--- config.mk ---
export PLATFORM = sky130hd
export DESIGN_NAME = booth_mult
export DESIGN_NICKNAME = d
export VERILOG_FILES = /design/src/rtl/mult_pkg.sv /design/src/rtl/booth_step.sv /design/src/rtl/booth_mult.sv
export SDC_FILE = /design/constraint.sdc
export NUM_CORES = 1
export LEC_CHECK = 0
export CORE_MARGIN = 2
export CORE_UTILIZATION = 50
export DETAILED_ROUTE_END_ITERATION = 16
export GPL_ROUTABILITY_DRIVEN = 0
export PLACE_DENSITY_LB_ADDON = 0.05
export SLEW_MARGIN = 5
export SYNTH_ARGS = -nofsm -noshare
export SYNTH_HDL_FRONTEND = slang
export SYNTH_SLANG_ARGS = --single-unit
--- constraint.sdc ---
create_clock -name clk -period 10.55 [get_ports clk]
set_clock_uncertainty 0.2 [all_clocks]
set_input_delay 2.11 -clock clk [delete_from_list [all_inputs] [get_ports clk]]
set_output_delay 2.11 -clock clk [all_outputs]
set_load 0.005 [all_outputs]
--- src/rtl/mult_pkg.sv ---
// Shared types and constants for the sequential Booth multiplier.
// BOOTH_RADIX4_EN selects radix-4 recoding in booth_step and halves the step count.
package mult_pkg;

  typedef enum logic [1:0] {IDLE, RUN, DONE} state_e;

  localparam int MULT_WIDTH = 32;
  localparam int CNT_W      = $clog2(MULT_WIDTH);
  localparam int STEPS_R2   = MULT_WIDTH;
  localparam int STEPS_R4   = MULT_WIDTH / 2;

  typedef enum logic [2:0] {
    BOOTH_ZERO,
    BOOTH_POS1,
    BOOTH_NEG1,
    BOOTH_POS2,
    BOOTH_NEG2
  } booth_op_e;

  // Radix-2 recoding of {p_lo[0], q-1}
  function automatic booth_op_e booth_recode_r2(input logic [1:0] bits);
    case (bits)
      2'b01:   return BOOTH_POS1;
      2'b10:   return BOOTH_NEG1;
      default: return BOOTH_ZERO;
    endcase
  endfunction

  // Modified Booth recoding of {p_lo[1:0], q-1}
  function automatic booth_op_e booth_recode_r4(input logic [2:0] bits);
    case (bits)
      3'b001, 3'b010: return BOOTH_POS1;
      3'b011:         return BOOTH_POS2;
      3'b100:         return BOOTH_NEG2;
      3'b101, 3'b110: return BOOTH_NEG1;
      default:        return BOOTH_ZERO;
    endcase
  endfunction

endpackage

--- src/rtl/booth_step.sv ---
// One combinational Booth iteration: recode, add/sub into P_hi, arithmetic shift.
// Accumulator layout: {P_hi[WIDTH], P_lo[WIDTH], q-1}. Radix-4 when BOOTH_RADIX4_EN is defined.
module booth_step
  import mult_pkg::*;
#(
  parameter int WIDTH = MULT_WIDTH
) (
  input  logic [WIDTH-1:0] m,
  input  logic [2*WIDTH:0] acc_in,
  output logic [2*WIDTH:0] acc_out
);

`ifdef BOOTH_RADIX4_EN
  localparam int EW = WIDTH + 2;
`else
  localparam int EW = WIDTH + 1;
`endif

  // Extra headroom bits keep P_hi +/- M (or 2M) exact for M = -2^(WIDTH-1)
  logic signed [EW-1:0] p_ext, m_ext, sum;
  booth_op_e            op;

  assign p_ext = {{(EW-WIDTH){acc_in[2*WIDTH]}}, acc_in[2*WIDTH:WIDTH+1]};
  assign m_ext = {{(EW-WIDTH){m[WIDTH-1]}}, m};

`ifdef BOOTH_RADIX4_EN
  assign op = booth_recode_r4(acc_in[2:0]);
`else
  assign op = booth_recode_r2(acc_in[1:0]);
`endif

  always_comb begin
    sum = p_ext;
    case (op)
      BOOTH_POS1: sum = p_ext + m_ext;
      BOOTH_NEG1: sum = p_ext - m_ext;
      BOOTH_POS2: sum = p_ext + (m_ext <<< 1);
      BOOTH_NEG2: sum = p_ext - (m_ext <<< 1);
      default:    sum = p_ext;
    endcase
  end

  // Shifting {sum, P_lo, q-1} right drops the low bits; sum already carries the sign fill
`ifdef BOOTH_RADIX4_EN
  assign acc_out = {sum, acc_in[WIDTH:2]};
`else
  assign acc_out = {sum, acc_in[WIDTH:1]};
`endif

endmodule

--- src/rtl/booth_mult.sv ---
// Sequential signed multiplier feeding Hi/Lo: IDLE -> RUN (one Booth step per edge) -> DONE.
// Define BOOTH_RADIX4_EN for radix-4 (WIDTH/2 steps, WIDTH must be even).
module booth_mult
  import mult_pkg::*;
#(
  parameter int WIDTH = MULT_WIDTH
) (
  input  logic             clk,
  input  logic             reset,
  input  logic             start,
  input  logic [WIDTH-1:0] a,
  input  logic [WIDTH-1:0] b,
  output logic [WIDTH-1:0] hi,
  output logic [WIDTH-1:0] lo,
  output logic             busy,
  output logic             done
);

`ifdef BOOTH_RADIX4_EN
  localparam int STEPS = WIDTH / 2;
`else
  localparam int STEPS = WIDTH;
`endif
  localparam int              CW   = $clog2(WIDTH);
  localparam logic [CW-1:0]   LAST = CW'(STEPS - 1);

  state_e           state, state_nxt;
  logic [WIDTH-1:0] m;
  logic [2*WIDTH:0] acc, acc_nxt;
  logic [CW-1:0]    cnt;

  booth_step #(.WIDTH(WIDTH)) u_step (
    .m      (m),
    .acc_in (acc),
    .acc_out(acc_nxt)
  );

  always_comb begin
    state_nxt = state;
    case (state)
      IDLE:    if (start) state_nxt = RUN;
      RUN:     if (cnt == LAST) state_nxt = DONE;
      DONE:    state_nxt = IDLE;
      default: state_nxt = IDLE;
    endcase
  end

  always_ff @(posedge clk or negedge reset) begin
    if (!reset) begin
      state <= IDLE;
      m     <= '0;
      acc   <= '0;
      cnt   <= '0;
      hi    <= '0;
      lo    <= '0;
      busy  <= 1'b0;
      done  <= 1'b0;
    end else begin
      state <= state_nxt;
      busy  <= (state_nxt != IDLE);
      done  <= (state_nxt == DONE);
      case (state)
        IDLE: if (start) begin
          m   <= a;
          acc <= {{WIDTH{1'b0}}, b, 1'b0};
          cnt <= '0;
        end
        RUN: begin
          acc <= acc_nxt;
          cnt <= cnt + 1'b1;
          // Hi/Lo only change on the final step so they hold through the next run
          if (cnt == LAST) {hi, lo} <= acc_nxt[2*WIDTH:1];
        end
        default: ;
      endcase
    end
  end

endmodule
# --- Yosys cells after proc, flatten, opt, wreduce, memory -nomap -nowiden ---
# Index checks and enable logic that the tools add are counted.
word_totals:
  ff_bits: 170
  latchBits: 0
  ramBits: 0
  mem_bits_ro: 0
  in_bits: 67
  out_inout_bits: 66
  word_cells: 38
  n_memories: 0
classes:
  add_sub_neg: 5
  multipliers: 0
  div: 0
  magnitude_cmp: 0
  n_eq_ne: 10
  n_shift: 0
  mux: 9
  n_bitwise: 0
  reduce_logical: 6
op_table:
  columns: ["op", "n"]
  rows:
  - ["case mux 33 bit (4 select lines)", 1]
  - ["case mux 65 bit (2 select lines)", 1]
  - ["2-to-1 mux 65 bit", 1]
  - ["adder 32 x 32 -> 33 bit", 1]
  - ["adder 32 x 33 -> 33 bit", 1]
  - ["subtractor 32 x 32 -> 33 bit", 1]
  - ["subtractor 32 x 33 -> 33 bit", 1]
  - ["case mux 5 bit (2 select lines)", 1]
  - ["case mux 2 bit (2 select lines)", 2]
  - ["equality test 3 x 2 -> 1 bit (second input constant)", 2]
  - ["AND reduction 2 bit", 3]
  - ["adder 5 x 1 -> 5 bit (second input constant)", 1]
  - ["equality test 5 bit (second input constant)", 1]
  - ["2-to-1 mux 5 bit", 1]
  - ["equality test 2 x 1 -> 1 bit (second input constant)", 2]
  - ["equality test 2 bit (second input constant)", 2]
  - ["2-to-1 mux 2 bit", 2]
  - ["nonzero test 2 bit", 2]
  - ["equality test 3 x 1 -> 1 bit (second input constant)", 1]
  - ["equality test 3 bit (second input constant)", 1]
  - ["logical NOT 2 bit", 1]
  - ["!= test 2 bit (second input constant)", 1]

# --- Logic depth before layout (Yosys ltp) ---
logic_depth:
  word_depth: 5
  ltp_mapped: 18
  depth_no_buf: 17

# --- Hierarchy ---
# A second synthesis with hierarchy kept.
unflattened:
  hier_cells: 1276
  hier_area_um2: 11414.7
modules_own_cells:
  columns: ["module", "n_inst", "cells_each", "area_each_um2", "seq_area_each_um2"]
  rows:
  - ["booth_mult", 1, 593, 6755.2, 4254.1]
  - ["booth_step", 1, 683, 4659.5, 0.0]

# --- Worst setup path after synthesis ---
# Ideal clock, no wire load.
synth_timing:
  kind: "reg2reg"
  from: "register m[5]"
  to: "register acc[58]"
  setup_ps: 95
  arrival_ps: 3976
  required_ps: 10255
  setup_slack_ps: 6278
  path_stages_with_launch: 17
  path_buffers: 0
  period_less_slack_ps: 4272
  path_cell_list: "dfrtp_1 > or4_4 > nor4_1 > nand2_1 > nor2_1 > a21o_1 > o21ai_0 > xnor2_1 > ha_1 > a21oi_1 > o21ai_0 > or4_1 > o21ai_0 > nor4_1 > o21a_1 > o221a_2 > o31ai_1"
synth_between:
  elab_chain_len: 3
  word_cells_on_any_way: 6
  classes_between: "add/sub: 4; mux: 2"
synth_lines:
  columns: ["item", "line", "text"]
  rows:
  - ["start, declared", "booth_mult.sv:28", "logic [WIDTH-1:0] m;"]
  - ["start signal, assigned", "booth_mult.sv:51", "m <= '0;"]
  - ["start signal, assigned", "booth_mult.sv:64", "m <= a;"]
  - ["subtractor 32 x 33 -> 33 bit (tied with other cells)", "booth_step.sv:38", "BOOTH_NEG2: sum = p_ext - (m_ext <<< 1);"]
  - ["case mux 33 bit (4 select lines) (*)", "booth_step.sv:34", "case (op)"]
  - ["case mux 65 bit (2 select lines) (*)", "booth_mult.sv:62", "case (state)"]
  - ["end signal, assigned", "booth_mult.sv:65", "acc <= {{WIDTH{1'b0}}, b, 1'b0};"]
  - ["end signal, assigned", "booth_mult.sv:69", "acc <= acc_nxt;"]
  - ["end, declared", "booth_mult.sv:29", "logic [2*WIDTH:0] acc, acc_nxt;"]
# Every way passes the cells marked *; elsewhere a longest branch is shown, timed or not.
# A chain may end at the register's enable or synchronous reset.

# --- Final worst setup path ---
layout_timing:
  from: "register m[4]"
  to: "register hi[24]"
layout_between:
  elab_chain_len: 2
  word_cells_on_any_way: 5
  classes_between: "add/sub: 4; mux: 1"
layout_lines:
  columns: ["item", "line", "text"]
  rows:
  - ["subtractor 32 x 33 -> 33 bit (tied with other cells)", "booth_step.sv:38", null]
  - ["case mux 33 bit (4 select lines) (*)", "booth_step.sv:34", null]
  - ["end signal, assigned", "booth_mult.sv:72", "if (cnt == LAST) {hi, lo} <= acc_nxt[2*WIDTH:1];"]
  - ["end, declared", "booth_mult.sv:13", "output logic [WIDTH-1:0] hi,"]
# Marked as above.

==> reports/summary.txt <==
class of the tightest hold or removal check: flip-flop to flip-flop
kind of critical path: flip-flop to flip-flop
Worst Path Max Fanout: 8
Setup Fix Bufs, Post-CTS: 0
r2r worst-path depth: 16
Total Routed Length: 34800 um
global route overflow: 0
post-route standard cell area excluding fillers: 14000 sq um
transition time at the pin with the least slew margin: 1.04 ns
biggest area contributors in the synthesized netlist: dfrtp_1 (36%), ha_1 (7.3%), nand2_1 (6.4%), a21oi_1 (5.0%), o21ai_0 (4.9%)
Initial Util: 0.508
total half-perimeter wirelength after legalization and detailed placement: 24600 um
cell type with the highest aggregate area in the netlist: dfrtp_1
quantity of gates resized following cts: 0
data required time of the worst path: 10.65 ns
capture instance of the worst register-to-register path: hi[24]
final net count: 1611
net count of the mapped netlist: 1524
number of DRC violations after detailed-routing iteration 0: 930
number of flops mapped to enable cells by yosys: 0
clock tree from TritonCTS: done
data arrival time of the critical path: 5.36 ns
via count: 10900
area share of the largest cell type after synthesis: 0.359
routed length per instance: 19.3 um
height of the chip: 158 um
filler cell count: 2143
CTS Root Buffer Type: clkbuf_16
Post-Synthesis Cell Area: 11800 sq um
total DRC errors in the routed layout: 0
source-to-sink clock delay at the later pin of the worst-skew pair: 0.44 ns
number of hold buffers added after CTS: 0
num ports: 133
average footprint of a synthesized cell: 8.55 sq um
number of buffers added by the clock tree synthesis step: 17
number of distinct library cells after synthesis: 82
startpoint of the worst-slack reg-to-reg timing path: m[4]
Routed Antenna Nets: 0
number of I/O port buffers: 132
Worst Hold Slack: 0.276 ns
peak clock frequency supported by timing: 0.190 GHz
endpoint type of the worst setup path: flip-flop
Worst Hold Depth: 2
# diodes: 0
warning count from the yosys run: 0
final cell count without fillers: 1805
hold-critical path endpoint: lo[3]
Die Span X: 158 um
synthesized instance count: 1386
Inst Count DP: 1773
number of storage elements in the synthesis netlist: 170
outcome: finished clean
area delta synth->final: 18.4%
hold path startpoint: lo[3]
layout cell share with drive strength beyond 1: 0.0713
GRT Total Usage: 0.290
main flop type after synthesis: dfrtp_1
async set-or-reset flop fraction in the synthesized netlist: 1.00
number of antenna violations at the first check in global routing: 0
CTS HTree Levels: 4
total negative slack for setup checks: 0 ns
largest net degree at the start of global routing: 104
slew margin rel.: 0.310
die area: 24900 sq um
Max clock buf depth: 2
total of max-cap violations: 0
final hold violations: 0
reg2reg setup slack: 5.28 ns
via count of the first global-routing pass: 10600
fraction of the cycle the final worst path needs: 0.499
shortest clock period the worst path allows after layout: 5.27 ns
startpoint kind of the worst setup timing path: flip-flop
standard cell core area: 23300 sq um
max-slew violations: 0
setup repair after global routing missed its margin: false
Avg Vias per Cell: 6.05
area of placed instances: 13400 sq um
number of iterations in the first detailed-routing pass: 7
clock-pin transition on the worst setup and hold timing paths: 0.08 ns
sequential share of the synthesized area: 0.359
global-route wire length before repair: 57100 um
sinks on the clock net: 170
number of core rows: 56
number of endpoints failing setup at the final stage: 0
[state kept, by name, indices dropped and copies added (netlist names)]
signal and cells:
cnt 5, done 1, acc 65, lo 32, hi 32, state 2
busy 1, m 32
[per-stage QoR]
stage / util / setup WS (ns)
6_report: 0.601 / 5.28
5_1_grt: 0.601 / 4.98
4_1_cts: 0.601 / 5.35
3_5_place_dp: 0.574 / 5.39
3_3_place_gp: 0.574 / 5.59
2_1_floorplan: - / 6.28
[layout make-up]
| class | instances | area (sq um) | share of cell area |
|---|---|---|---|
| Clock inverter | 15 | 218 | 0.0155 |
| Timing Repair Buffer | 144 | 1410 | 0.101 |
| Multi-Input combinational cell | 1099 | 7160 | 0.511 |
| Clock buffer | 17 | 425 | 0.0303 |
| Tap cell | 319 | 399 | 0.0285 |
| Sequential cell | 170 | 4250 | 0.303 |
| Inverter | 41 | 154 | 0.0110 |
[critical path, cell delays in order, from the launching register on]
cell and delay (ns):
dfrtp_1 0.44, or4_4 0.55, nor4_1 0.64, nand2_1 0.10
nor2_1 0.19, a21o_1 0.35, o21ai_0 0.18, xnor2_1 0.15
ha_1 0.37, nand3_1 0.17, or3_1 0.40, o21ai_0 0.18
nand4b_1 0.22, nand2_1 0.12, and3b_1 0.19, a2111oi_1 0.50
o21ai_0 0.18
[how the worst max path moves through the flow]
stage          start  endpoint  slack, ns  cells after the start
3_5_place_dp    m[5]    hi[24]       5.39                     16
6_report        m[4]    hi[24]       5.28                     16
3_3_place_gp    m[5]    hi[24]       5.59                     16
4_1_cts         m[5]    hi[24]       5.35                     16
5_1_grt         m[4]    hi[24]       4.98                     16
2_1_floorplan   m[5]   acc[58]       6.28                     16
[metal layers]
| layer | part of all wire | wire length (um) | vias to the layer above | track usage |
|---|---|---|---|---|
| met3 | 0.049 | 1720 | 81 | 0.0389 |
| met1 | 0.43 | 14900 | 5263 | 0.381 |
| met5 | 0 | 0 | - | 0 |
| met4 | 0.037 | 1300 | 0 | 0.118 |
| met2 | 0.49 | 16900 | 349 | 0.483 |
| li1 | - | - | 5228 | - |
[layout by cell type (no fill, tap or decap), types with 8 or more instances in the layout]
master	instances
dfrtp_1	170
o21a_1	14
nand2_1	202
nor3_1	30
a22oi_1	34
ha_1	69
and3_1	16
a21o_1	17
or3_1	12
nor4_1	10
and2_1	10
nand2b_1	21
nor2b_1	35
clkbuf_16	17
a21oi_1	118
buf_4	12
nand3_1	17
a22o_1	9
mux2_2	30
a211oi_1	15
xor2_1	19
xnor2_1	51
clkdlybuf4s50_1	131
nand4_1	13
inv_1	39
nor2_1	71
o31ai_1	19
a31oi_1	18
o211ai_1	14
o21ai_0	115
a41oi_1	8
[cell families after synthesis]
| kind of cell | after synthesis | share of synthesized area |
|---|---|---|
| flip-flops | 170 | 0.359 |
| AO/OA/AOI/OAI | 453 | 0.248 |
| adder cells (fa/ha/maj) | 71 | 0.0763 |
| AND/OR/NAND/NOR | 469 | 0.193 |
| multiplexers | 36 | 0.0336 |
| XOR/XNOR | 70 | 0.0518 |
| buffers and inverters | 117 | 0.0380 |
[cell usage after synthesis, drive strengths merged, types with 4 or more instances]
master / number
nand2: 203
dfrtp: 170
o21ai: 120
a21oi: 119
nor2: 72
ha: 69
clkbuf: 66
xnor2: 51
inv: 41
nor2b: 37
a22oi: 34
mux2: 30
nor3: 30
nand2b: 21
o31ai: 20
xor2: 19
a31oi: 18
a21o: 17
nand3: 17
a211oi: 16
and3: 16
o211ai: 15
o21a: 14
nand4: 13
nor4: 12
or3: 12
and2: 11
buf: 10
a22o: 9
a41oi: 8
mux2i: 6
o221ai: 6
o22ai: 6
a2111oi: 5
o21bai: 5
nand3b: 4
nor3b: 4
o2111a: 4
o2111ai: 4
o211a: 4
o311ai: 4
Power is left out: the tool's default activity adds up to more than one toggle a clock period on the data nets, which glitch-free logic cannot reach.
